[src/rtl/bcd_timekeeper_pkg.sv]
// Shared constants, alarm state encoding and BCD field validation for bcd_timekeeper.
package bcd_timekeeper_pkg;

  localparam int BCD_MAX    = 9;
  localparam int TENS_MAX   = 5;
  localparam int FIELD_W    = 8;
  localparam int MAX_FIELDS = 3;

  typedef enum logic [1:0] {
    ST_IDLE    = 2'd0,
    ST_ARMED   = 2'd1,
    ST_RINGING = 2'd2,
    ST_SNOOZE  = 2'd3
  } alarm_state_t;

  // True when v is a legal packed-BCD digit pair strictly below mod.
  function automatic logic field_valid(input logic [FIELD_W-1:0] v, input int unsigned mod);
    logic [3:0]  tens;
    logic [3:0]  ones;
    int unsigned dec;
    tens = v[7:4];
    ones = v[3:0];
    dec  = 32'(tens) * 32'd10 + 32'(ones);
    field_valid = (tens <= 4'(BCD_MAX)) && (ones <= 4'(BCD_MAX)) &&
                  ((mod != 32'd60) || (tens <= 4'(TENS_MAX))) && (dec < mod);
  endfunction

endpackage

[src/rtl/bcd_timekeeper_field_counter.sv]
// One packed-BCD digit pair counting 00..MOD-1 with load and a combinational carry-out.
module bcd_field_counter
  import bcd_timekeeper_pkg::*;
#(
  parameter int MOD = 60
) (
  input  logic               clk,
  input  logic               reset,
  input  logic               inc,
  input  logic               load,
  input  logic [FIELD_W-1:0] load_val,
  output logic [FIELD_W-1:0] value,
  output logic               carry
);

  localparam logic [3:0] MAX_TENS = 4'((MOD - 1) / 10);
  localparam logic [3:0] MAX_ONES = 4'((MOD - 1) % 10);

  logic [FIELD_W-1:0] r_value;
  logic               w_at_max;

  assign w_at_max = (r_value == {MAX_TENS, MAX_ONES});
  assign carry    = inc & w_at_max;
  assign value    = r_value;

  always_ff @(posedge clk) begin
    if (reset) begin
      r_value <= '0;
    end else if (load) begin
      r_value <= load_val;
    end else if (inc) begin
      if (w_at_max)
        r_value <= '0;
      else if (r_value[3:0] == 4'(BCD_MAX))
        r_value <= {r_value[7:4] + 4'd1, 4'd0};
      else
        r_value <= {r_value[7:4], r_value[3:0] + 4'd1};
    end
  end

endmodule

[src/rtl/bcd_timekeeper.sv]
// Packed-BCD timekeeper with validated loads and an alarm arm/ring/ack FSM.
// Optional snooze state is built only when SNOOZE_EN is defined.
module bcd_timekeeper
  import bcd_timekeeper_pkg::*;
#(
  parameter int N_FIELDS   = 2,
  parameter int TOP_MOD    = 60,
  parameter int PRESCALE   = 1,
  parameter int RING_LEN   = 60,
  parameter int SNOOZE_LEN = 300
) (
  input  logic                        clk,
  input  logic                        reset,
  input  logic                        tick_en,
  input  logic                        load,
  input  logic [FIELD_W*N_FIELDS-1:0] load_value,
  input  logic                        alarm_load,
  input  logic [FIELD_W*N_FIELDS-1:0] alarm_value,
  input  logic                        arm,
  input  logic                        ack,
  input  logic                        snooze,
  output logic [FIELD_W*N_FIELDS-1:0] time_bcd,
  output logic [FIELD_W*N_FIELDS-1:0] alarm_bcd,
  output logic                        ring,
  output logic                        wrap,
  output logic                        load_err
);

  localparam int TW   = FIELD_W * N_FIELDS;
  localparam int RC_W = $clog2(RING_LEN + 2);
  localparam int SC_W = $clog2(SNOOZE_LEN + 2);

  logic [TW-1:0]       r_alarm;
  logic [9:0]          r_presc;
  logic                r_upd;
  logic                r_wrap;
  logic                r_load_err;
  alarm_state_t        r_state;
  alarm_state_t        w_state_next;
  logic [RC_W-1:0]     r_ring_cnt;
  logic [RC_W-1:0]     w_ring_cnt_next;
  logic                w_presc_wrap;
  logic                w_inc;
  logic                w_inc_eff;
  logic                w_load_ok;
  logic                w_aload_ok;
  logic [N_FIELDS-1:0] w_fvalid;
  logic [N_FIELDS-1:0] w_afvalid;
  logic [N_FIELDS:0]   w_cin;

  assign w_presc_wrap = (r_presc == 10'(PRESCALE - 1));
  assign w_inc        = tick_en & w_presc_wrap;
  // Any load request in the same cycle swallows the increment.
  assign w_inc_eff    = w_inc & ~load;
  assign w_cin[0]     = w_inc_eff;
  assign w_load_ok    = load & (&w_fvalid);
  assign w_aload_ok   = alarm_load & (&w_afvalid);

  generate
    for (genvar gi = 0; gi < N_FIELDS; gi++) begin : g_field
      localparam int FMOD = (gi == N_FIELDS - 1) ? TOP_MOD : 60;
      assign w_fvalid[gi]  = field_valid(load_value[gi*FIELD_W +: FIELD_W], FMOD);
      assign w_afvalid[gi] = field_valid(alarm_value[gi*FIELD_W +: FIELD_W], FMOD);
      bcd_field_counter #(.MOD(FMOD)) u_field (
        .clk      (clk),
        .reset    (reset),
        .inc      (w_cin[gi]),
        .load     (w_load_ok),
        .load_val (load_value[gi*FIELD_W +: FIELD_W]),
        .value    (time_bcd[gi*FIELD_W +: FIELD_W]),
        .carry    (w_cin[gi+1])
      );
    end
  endgenerate

`ifdef SNOOZE_EN
  logic [SC_W-1:0] r_snz_cnt;
  logic [SC_W-1:0] w_snz_cnt_next;
`else
  logic [SC_W:0] w_unused_snooze;
  assign w_unused_snooze = {snooze, SC_W'(SNOOZE_LEN)};
`endif

  always_comb begin
    w_state_next    = r_state;
    w_ring_cnt_next = r_ring_cnt;
`ifdef SNOOZE_EN
    w_snz_cnt_next  = r_snz_cnt;
`endif
    case (r_state)
      ST_IDLE: begin
        if (arm) w_state_next = ST_ARMED;
      end
      ST_ARMED: begin
        if (!arm) begin
          w_state_next = ST_IDLE;
        end else if (r_upd && (time_bcd == r_alarm)) begin
          w_state_next    = ST_RINGING;
          w_ring_cnt_next = '0;
        end
      end
      ST_RINGING: begin
        if (!arm) begin
          w_state_next = ST_IDLE;
        end else if (ack) begin
          w_state_next = ST_ARMED;
`ifdef SNOOZE_EN
        end else if (snooze) begin
          w_state_next   = ST_SNOOZE;
          w_snz_cnt_next = '0;
`endif
        end else if (w_inc_eff && (RING_LEN != 0)) begin
          if (r_ring_cnt == RC_W'(RING_LEN - 1))
            w_state_next = ST_ARMED;
          else
            w_ring_cnt_next = r_ring_cnt + 1'b1;
        end
      end
`ifdef SNOOZE_EN
      ST_SNOOZE: begin
        if (!arm) begin
          w_state_next = ST_IDLE;
        end else if (ack) begin
          w_state_next = ST_ARMED;
        end else if (w_inc_eff) begin
          if (r_snz_cnt == SC_W'(SNOOZE_LEN - 1)) begin
            w_state_next    = ST_RINGING;
            w_ring_cnt_next = '0;
          end else begin
            w_snz_cnt_next = r_snz_cnt + 1'b1;
          end
        end
      end
`endif
      default: w_state_next = ST_IDLE;
    endcase
  end

  always_ff @(posedge clk) begin
    if (reset) begin
      r_alarm    <= '0;
      r_presc    <= '0;
      r_upd      <= 1'b0;
      r_wrap     <= 1'b0;
      r_load_err <= 1'b0;
      r_state    <= ST_IDLE;
      r_ring_cnt <= '0;
    end else begin
      if (w_aload_ok) r_alarm <= alarm_value;
      if (w_load_ok)
        r_presc <= '0;
      else if (tick_en)
        r_presc <= w_presc_wrap ? 10'd0 : r_presc + 10'd1;
      r_upd      <= w_load_ok | w_inc_eff;
      r_wrap     <= w_cin[N_FIELDS];
      r_load_err <= (load & ~w_load_ok) | (alarm_load & ~w_aload_ok);
      r_state    <= w_state_next;
      r_ring_cnt <= w_ring_cnt_next;
    end
  end

`ifdef SNOOZE_EN
  always_ff @(posedge clk) begin
    if (reset) r_snz_cnt <= '0;
    else       r_snz_cnt <= w_snz_cnt_next;
  end
`endif

  assign alarm_bcd = r_alarm;
  assign ring      = (r_state == ST_RINGING);
  assign wrap      = r_wrap;
  assign load_err  = r_load_err;

endmodule

[config.mk]
export PLATFORM = sky130hd
export DESIGN_NAME = bcd_timekeeper
export DESIGN_NICKNAME = d
export VERILOG_FILES = /design/src/rtl/bcd_timekeeper_pkg.sv /design/src/rtl/bcd_timekeeper_field_counter.sv /design/src/rtl/bcd_timekeeper.sv
export SDC_FILE = /design/constraint.sdc
export NUM_CORES = 1
export LEC_CHECK = 0
export CELL_PAD_IN_SITES_DETAIL_PLACEMENT = 0
export CELL_PAD_IN_SITES_GLOBAL_PLACEMENT = 1
export CORE_MARGIN = 10
export CORE_UTILIZATION = 35
export CTS_CLUSTER_SIZE = 12
export DETAILED_ROUTE_END_ITERATION = 6
export PLACE_DENSITY = 0.78
export REMOVE_ABC_BUFFERS = 1
export SKIP_LAST_GASP = 1
export SYNTH_ARGS = -nofsm -noshare
export SYNTH_HDL_FRONTEND = slang
export SYNTH_SLANG_ARGS = --single-unit
[constraint.sdc]
create_clock -name clk -period 2.9 [get_ports clk]
set_clock_uncertainty 0.1 [all_clocks]
set_input_delay 0.29 -clock clk [delete_from_list [all_inputs] [get_ports clk]]
set_output_delay 0.29 -clock clk [all_outputs]
set_load 0.005 [all_outputs]
# Word level (Yosys, flattened, before mapping)
# Cells that the tools add are included.
# word_totals
in_bits	40
ff_bits	53
out_inout_bits	35
# classes
mul	4
n_bitwise	13
n_lt_le_gt_ge	16
mux	24
addsub	10
reduce_logical	27
eq_ne	18
# op_table
op	n
$mux W8	8
$add A8 B4 Y9	4
$lt A9 B6 Y1 const B	4
$mux W6	6
$le A4 B4 Y1 const B	8
$mul A4 B3 Y7 const B	4
$add A4 B1 Y4 const B	4
$eq A16 B16 Y1	1
$eq A8 B7 Y1 const B	2
$le A4 B3 Y1 const B	4
$mux W2	7
$logic_and A1 B1 Y1	13
$ne A2 B2 Y1 const B	6
$pmux W6 S2	1
$add A10 B1 Y10 const B	1
$logic_not A10 Y1	1
$mux W10	1
$and A1 B1 Y1	8
$eq A4 B4 Y1 const B	2
$ne A4 B3 Y1 const B	2
$reduce_and A2 Y1	4
$reduce_and A7 Y1	1
$add A6 B1 Y6 const B	1
$eq A6 B6 Y1 const B	1
other kinds (12)	18

# Logic depth before layout (Yosys ltp)
# logic_depth
word_depth	9
ltp_mapped	11
depth_no_buf	9

# Hierarchy
# From an unflattened synthesis, not the netlist that was laid out.
# hier_totals
cells_unflattened	441
area_unflattened_um2	3871.2
# modules_own_cells
mod	area_per_inst_um2	n_inst	cells_each
bcd_timekeeper	2772.7	1	317
bcd_field_counter	549.3	2	62

# Worst setup path after synthesis
# No wires, ideal clock.
# synth_path
path_type	input to register
from	input load_value[13]
to	register r_presc[0]
n_path_buf	1
cell_stages	10
path_slack_ps	190
t_required_ps	2682
setup_time_ps	118
arrival_time_ps	2492
cell_sequence	ha_1 -> ha_1 -> fa_1 -> nand2_1 -> a2111o_1 -> o211ai_1 -> nand4_2 -> clkbuf_1 -> nand2_2 -> nor2_1
# synth_between
elab_chain_len	7
elab_cells_between_ends	11
# synth_rtl
item	line_no	text
start: declaration	bcd_timekeeper.sv:16	input logic [FIELD_W*N_FIELDS-1:0] load_value,
$mul A4 B3 Y7 / $le A4 B4 Y1 (equally long branches)	bcd_timekeeper_pkg.sv:23, bcd_timekeeper_pkg.sv:24	
$add A8 B4 Y9 / $logic_and A1 B1 Y1 (equally long branches)	bcd_timekeeper_pkg.sv:23, bcd_timekeeper_pkg.sv:24	
$lt A9 B6 Y1 / $logic_and A1 B1 Y1 (equally long branches)	bcd_timekeeper_pkg.sv:25, bcd_timekeeper_pkg.sv:24	
$logic_and A1 B1 Y1 (*)	bcd_timekeeper_pkg.sv:25	((mod != 32'd60) || (tens <= 4'(TENS_MAX))) && (dec < mod);
$reduce_and A2 Y1 (*)	bcd_timekeeper.sv:56	assign w_load_ok = load & (&w_fvalid);
$and A1 B1 Y1 (*)	bcd_timekeeper.sv:56	
$reduce_or A2 Y1 (no source line) (*)	-	
end signal: assignment	bcd_timekeeper.sv:153	r_presc <= w_presc_wrap ? 10'd0 : r_presc + 10'd1;
end: declaration	bcd_timekeeper.sv:34	logic [9:0] r_presc;
# Mark *: on every way between the ends. The rest lies on a longest branch, timed or not.
# A chain may end at the register's enable or synchronous reset.

# Final worst setup path
# layout_path
from	input alarm_value[5]
to	register r_load_err, in the netlist load_err
# layout_between
elab_chain_len	9
elab_cells_between_ends	13
# layout_rtl
item	line_no	text
start: declaration	bcd_timekeeper.sv:18	input logic [FIELD_W*N_FIELDS-1:0] alarm_value,
$mul A4 B3 Y7 / $le A4 B4 Y1 (equally long branches)	bcd_timekeeper_pkg.sv:23, bcd_timekeeper_pkg.sv:24	
$add A8 B4 Y9 / $logic_and A1 B1 Y1 (equally long branches)	bcd_timekeeper_pkg.sv:23, bcd_timekeeper_pkg.sv:24	
$lt A9 B6 Y1 / $logic_and A1 B1 Y1 (equally long branches)	bcd_timekeeper_pkg.sv:25, bcd_timekeeper_pkg.sv:24	
$logic_and A1 B1 Y1 (*)	bcd_timekeeper_pkg.sv:25	
$reduce_and A2 Y1 (*)	bcd_timekeeper.sv:57	assign w_aload_ok = alarm_load & (&w_afvalid);
$and A1 B1 Y1 (*)	bcd_timekeeper.sv:57	
$not A1 Y1 (*)	bcd_timekeeper.sv:156	r_load_err <= (load & ~w_load_ok) | (alarm_load & ~w_aload_ok);
$and A1 B1 Y1 (*)	bcd_timekeeper.sv:156	
$or A1 B1 Y1 (*)	bcd_timekeeper.sv:156	
end signal: assignment	bcd_timekeeper.sv:156	
end: declaration	bcd_timekeeper.sv:37	logic r_load_err;
# Marks and branches as above.

==> results.cfg <==
[floorplanning]
start_util_pct = 35.97
die_width_um = 123.0
ios = 75
die_h_um = 123.0
core-area_mm2 = 0.01032
die_area_mm2 = 0.01513
row_count = 37

[synth]
syn_area_mm2 = 0.003714
synthCells = 436
ys.flop_type = dfxtp_1
async_flop_share_pct = 0
synth_area_per_cell_um2 = 8.517
synth-edff-count = 0
synth_seq_cells = 53
synth_cell_types = 60
yosysWarnings = 0
seq_area_frac_synth_pct = 28.57

[place]
gp_congestion = 0.8446
placed_cells = 669
portBuffers = 73
dp_hpwl_um = 8666

[cts]
path_clk_slew_ns = 0.10
h-tree-depth = 2
cts_buffers = 5
clock_latency_ns = 0.31
cts_buffer_depth = 2
tritoncts = yes
postCtsHoldBufs = 0
clockRootBuffer = clkbuf_8
cts.sinks = 53

[timing]
hold_viol = 0
relSlewSlack_pct = 57.23
finalCritPeriodShare_pct = 96.05
setup_viol = 0
finalCriticalPeriod_ns = 2.786
hold_ws_ns = 0.2750
finalSetupTns_ns = 0
worst_pin_slew_ns = 0.6396
max_freq_ghz = 0.3590
slew_viol_final = 0

[route]
drc = 0
routed-via-count = 3732
via_per_inst = 5.464
ant_nets = 0
drt_iter0_drc = 181
post_drt_wl_per_cell_um = 16.58
wirelength_um = 11330
drt_pass1_iterations = 4

[global_routing]
grt_usage_pct = 14.40
grt_pass1_wl_um = 17880
grt_max_degree = 27
grt_pass1_vias = 3646
antenna_found_initial = 0
gr-total-overflow = 0

[setup_path]
crit_fanout = 9
endpoint = load_err$_SDFF_PP0_
worstPathArrival_ns = 2.89
rr_worst_depth = 5
r2r_end = g_field[0].u_field.value[7]$_SDFFE_PP0P_
critPathLaunchType = input pin
reg2reg_slack_ns = 0.54
crit_path_end_kind = flop
timing.rr.start = g_field[0].u_field.value[0]$_SDFFE_PP0P_
critPathKind = input pin to flop
startpoint = alarm_value[5]
critPathRequiredTime_ns = 3.00

[power_and_ir_drop]
p_total_mw = 1.643
p_per_area_mw_per_mm2 = 317.0
vdd_drop_max_mv = 0.2257
p_leak_nw = 2.009

[finish]
regArea_mm2 = 0.001061
antenna_cells = 0
layout_common_cells = 65 x clkdlybuf4s50_1, 53 x dfxtp_1, 42 x buf_4
mostFrequentLayoutCell = clkdlybuf4s50_1
instances_no_fill = 683
drive_above_1_share_pct = 16.45
utilization_pct = 50.20
nNetsFinal = 624
syn2layout_area_growth_pct = 39.56
multiInputGateArea_mm2 = 0.002654
fill_cells = 971

[job]
maxCapViolations = 0

[run_status]
outcome = completed

[worst_hold_path]
hold_path_class = input pin to flop
[how the worst min path moves through the flow]
stage	from	endpoint	slack (ns)	cells after the start
final	load_value[13]	g_field[1].u_field.value[5]$_SDFFE_PP0P_	0.28	4
after floorplan	reset	alarm_bcd[0]$_SDFFE_PP0P_	0.26	1
after global routing	load_value[13]	g_field[1].u_field.value[5]$_SDFFE_PP0P_	0.30	4
after global placement	r_ring_cnt[5]$_SDFFE_PP0P_	r_ring_cnt[5]$_SDFFE_PP0P_	0.36	2
after detailed placement	r_ring_cnt[5]$_SDFFE_PP0P_	r_ring_cnt[5]$_SDFFE_PP0P_	0.37	2
after CTS	r_ring_cnt[5]$_SDFFE_PP0P_	r_ring_cnt[5]$_SDFFE_PP0P_	0.39	2
[logic make-up after synthesis]
family          Yosys count  share of synthesized area [%]
flops                    53                          28.57
compound gates          102                          16.75
simple gates            170                          27.43
xor+xnor                 34                          8.019
fa+ha+maj                38                          14.35
mux                       5                          1.348
buf+inv                  34                          3.538
[area by class of cell]
type / count / area share, %
Sequential cell: 53 / 20.47
Multi-Input combinational cell: 349 / 51.21
Clock buffer: 7 / 1.666
Tap cell: 136 / 3.283
Timing Repair Buffer: 120 / 22.07
Inverter: 18 / 1.304
[report_power, final]
part           total [mW]  internal [mW]  switching, mW
logic               0.456          0.226          0.230
clock network       0.440          0.190          0.250
registers           0.747          0.736         0.0108
[cells in the mapped netlist, drive strengths merged (6+ instances only)]
library cell / n / area share, %
dfxtp: 53 / 29
xnor2: 22 / 5.2
nand2: 32 / 3.3
xor2: 12 / 2.8
fa: 8 / 4.3
nor3: 9 / 1.7
nor3b: 6 / 1.2
a21oi: 34 / 4.6
nand4: 26 / 4.7
o21ai: 30 / 4.0
nand3b: 6 / 1.2
clkbuf: 13 / 1.3
inv: 18 / 1.8
a211oi: 8 / 1.6
a31oi: 6 / 1.0
ha: 29 / 9.8
nor2: 25 / 2.5
and3: 10 / 1.7
nand3: 17 / 2.3
[critical path, cell delays in order]
cell	delay, ns
clkdlybuf4s50_1	0.43
ha_1	0.30
ha_1	0.22
fa_1	0.47
and3_1	0.19
maj3_1	0.36
o21ai_1	0.17
buf_4	0.19
a211o_1	0.17
o31ai_1	0.09
[metrics by stage]
step | setup slack, ns | area [µm²]
after floorplan | 0.03537 | 3650
after global placement | -0.2739 | 4863
after detailed placement | -0.3335 | 4863
after CTS | 0.006211 | 4951
after global routing | -0.01855 | 5182
final | 0.1145 | 5182
[what timing repair did]
action	in CTS	in global routing
endpoints found under the hold margin	0	0
setup buffers	0	4
gates resized for setup	1	39
cloned	0	3
pin swaps	0	15
endpoints found under the setup margin	1	39
[metal layers]
| layer | wire length (µm) | vias up | share of wire [%] | GRT usage (%) |
|---|---|---|---|---|
| met4 | 106 | 0 | 0.94 | 3.421 |
| met1 | 5190 | 1813 | 46 | 18.41 |
| met5 | 0 | - | 0 | 0 |
| met2 | 5541 | 71 | 49 | 24.40 |
| met3 | 489 | 11 | 4.3 | 2.871 |
| li1 | - | 1837 | - | - |
[flip-flops by register name (all words and copies together) (netlist names)]
register               count
load_err                   1
r_ring_cnt                 6
alarm_bcd                 16
g_field.u_field.value     16
r_presc                   10
r_state                    2
r_upd                      1
wrap                       1
Power figures use the tool's default switching activity.
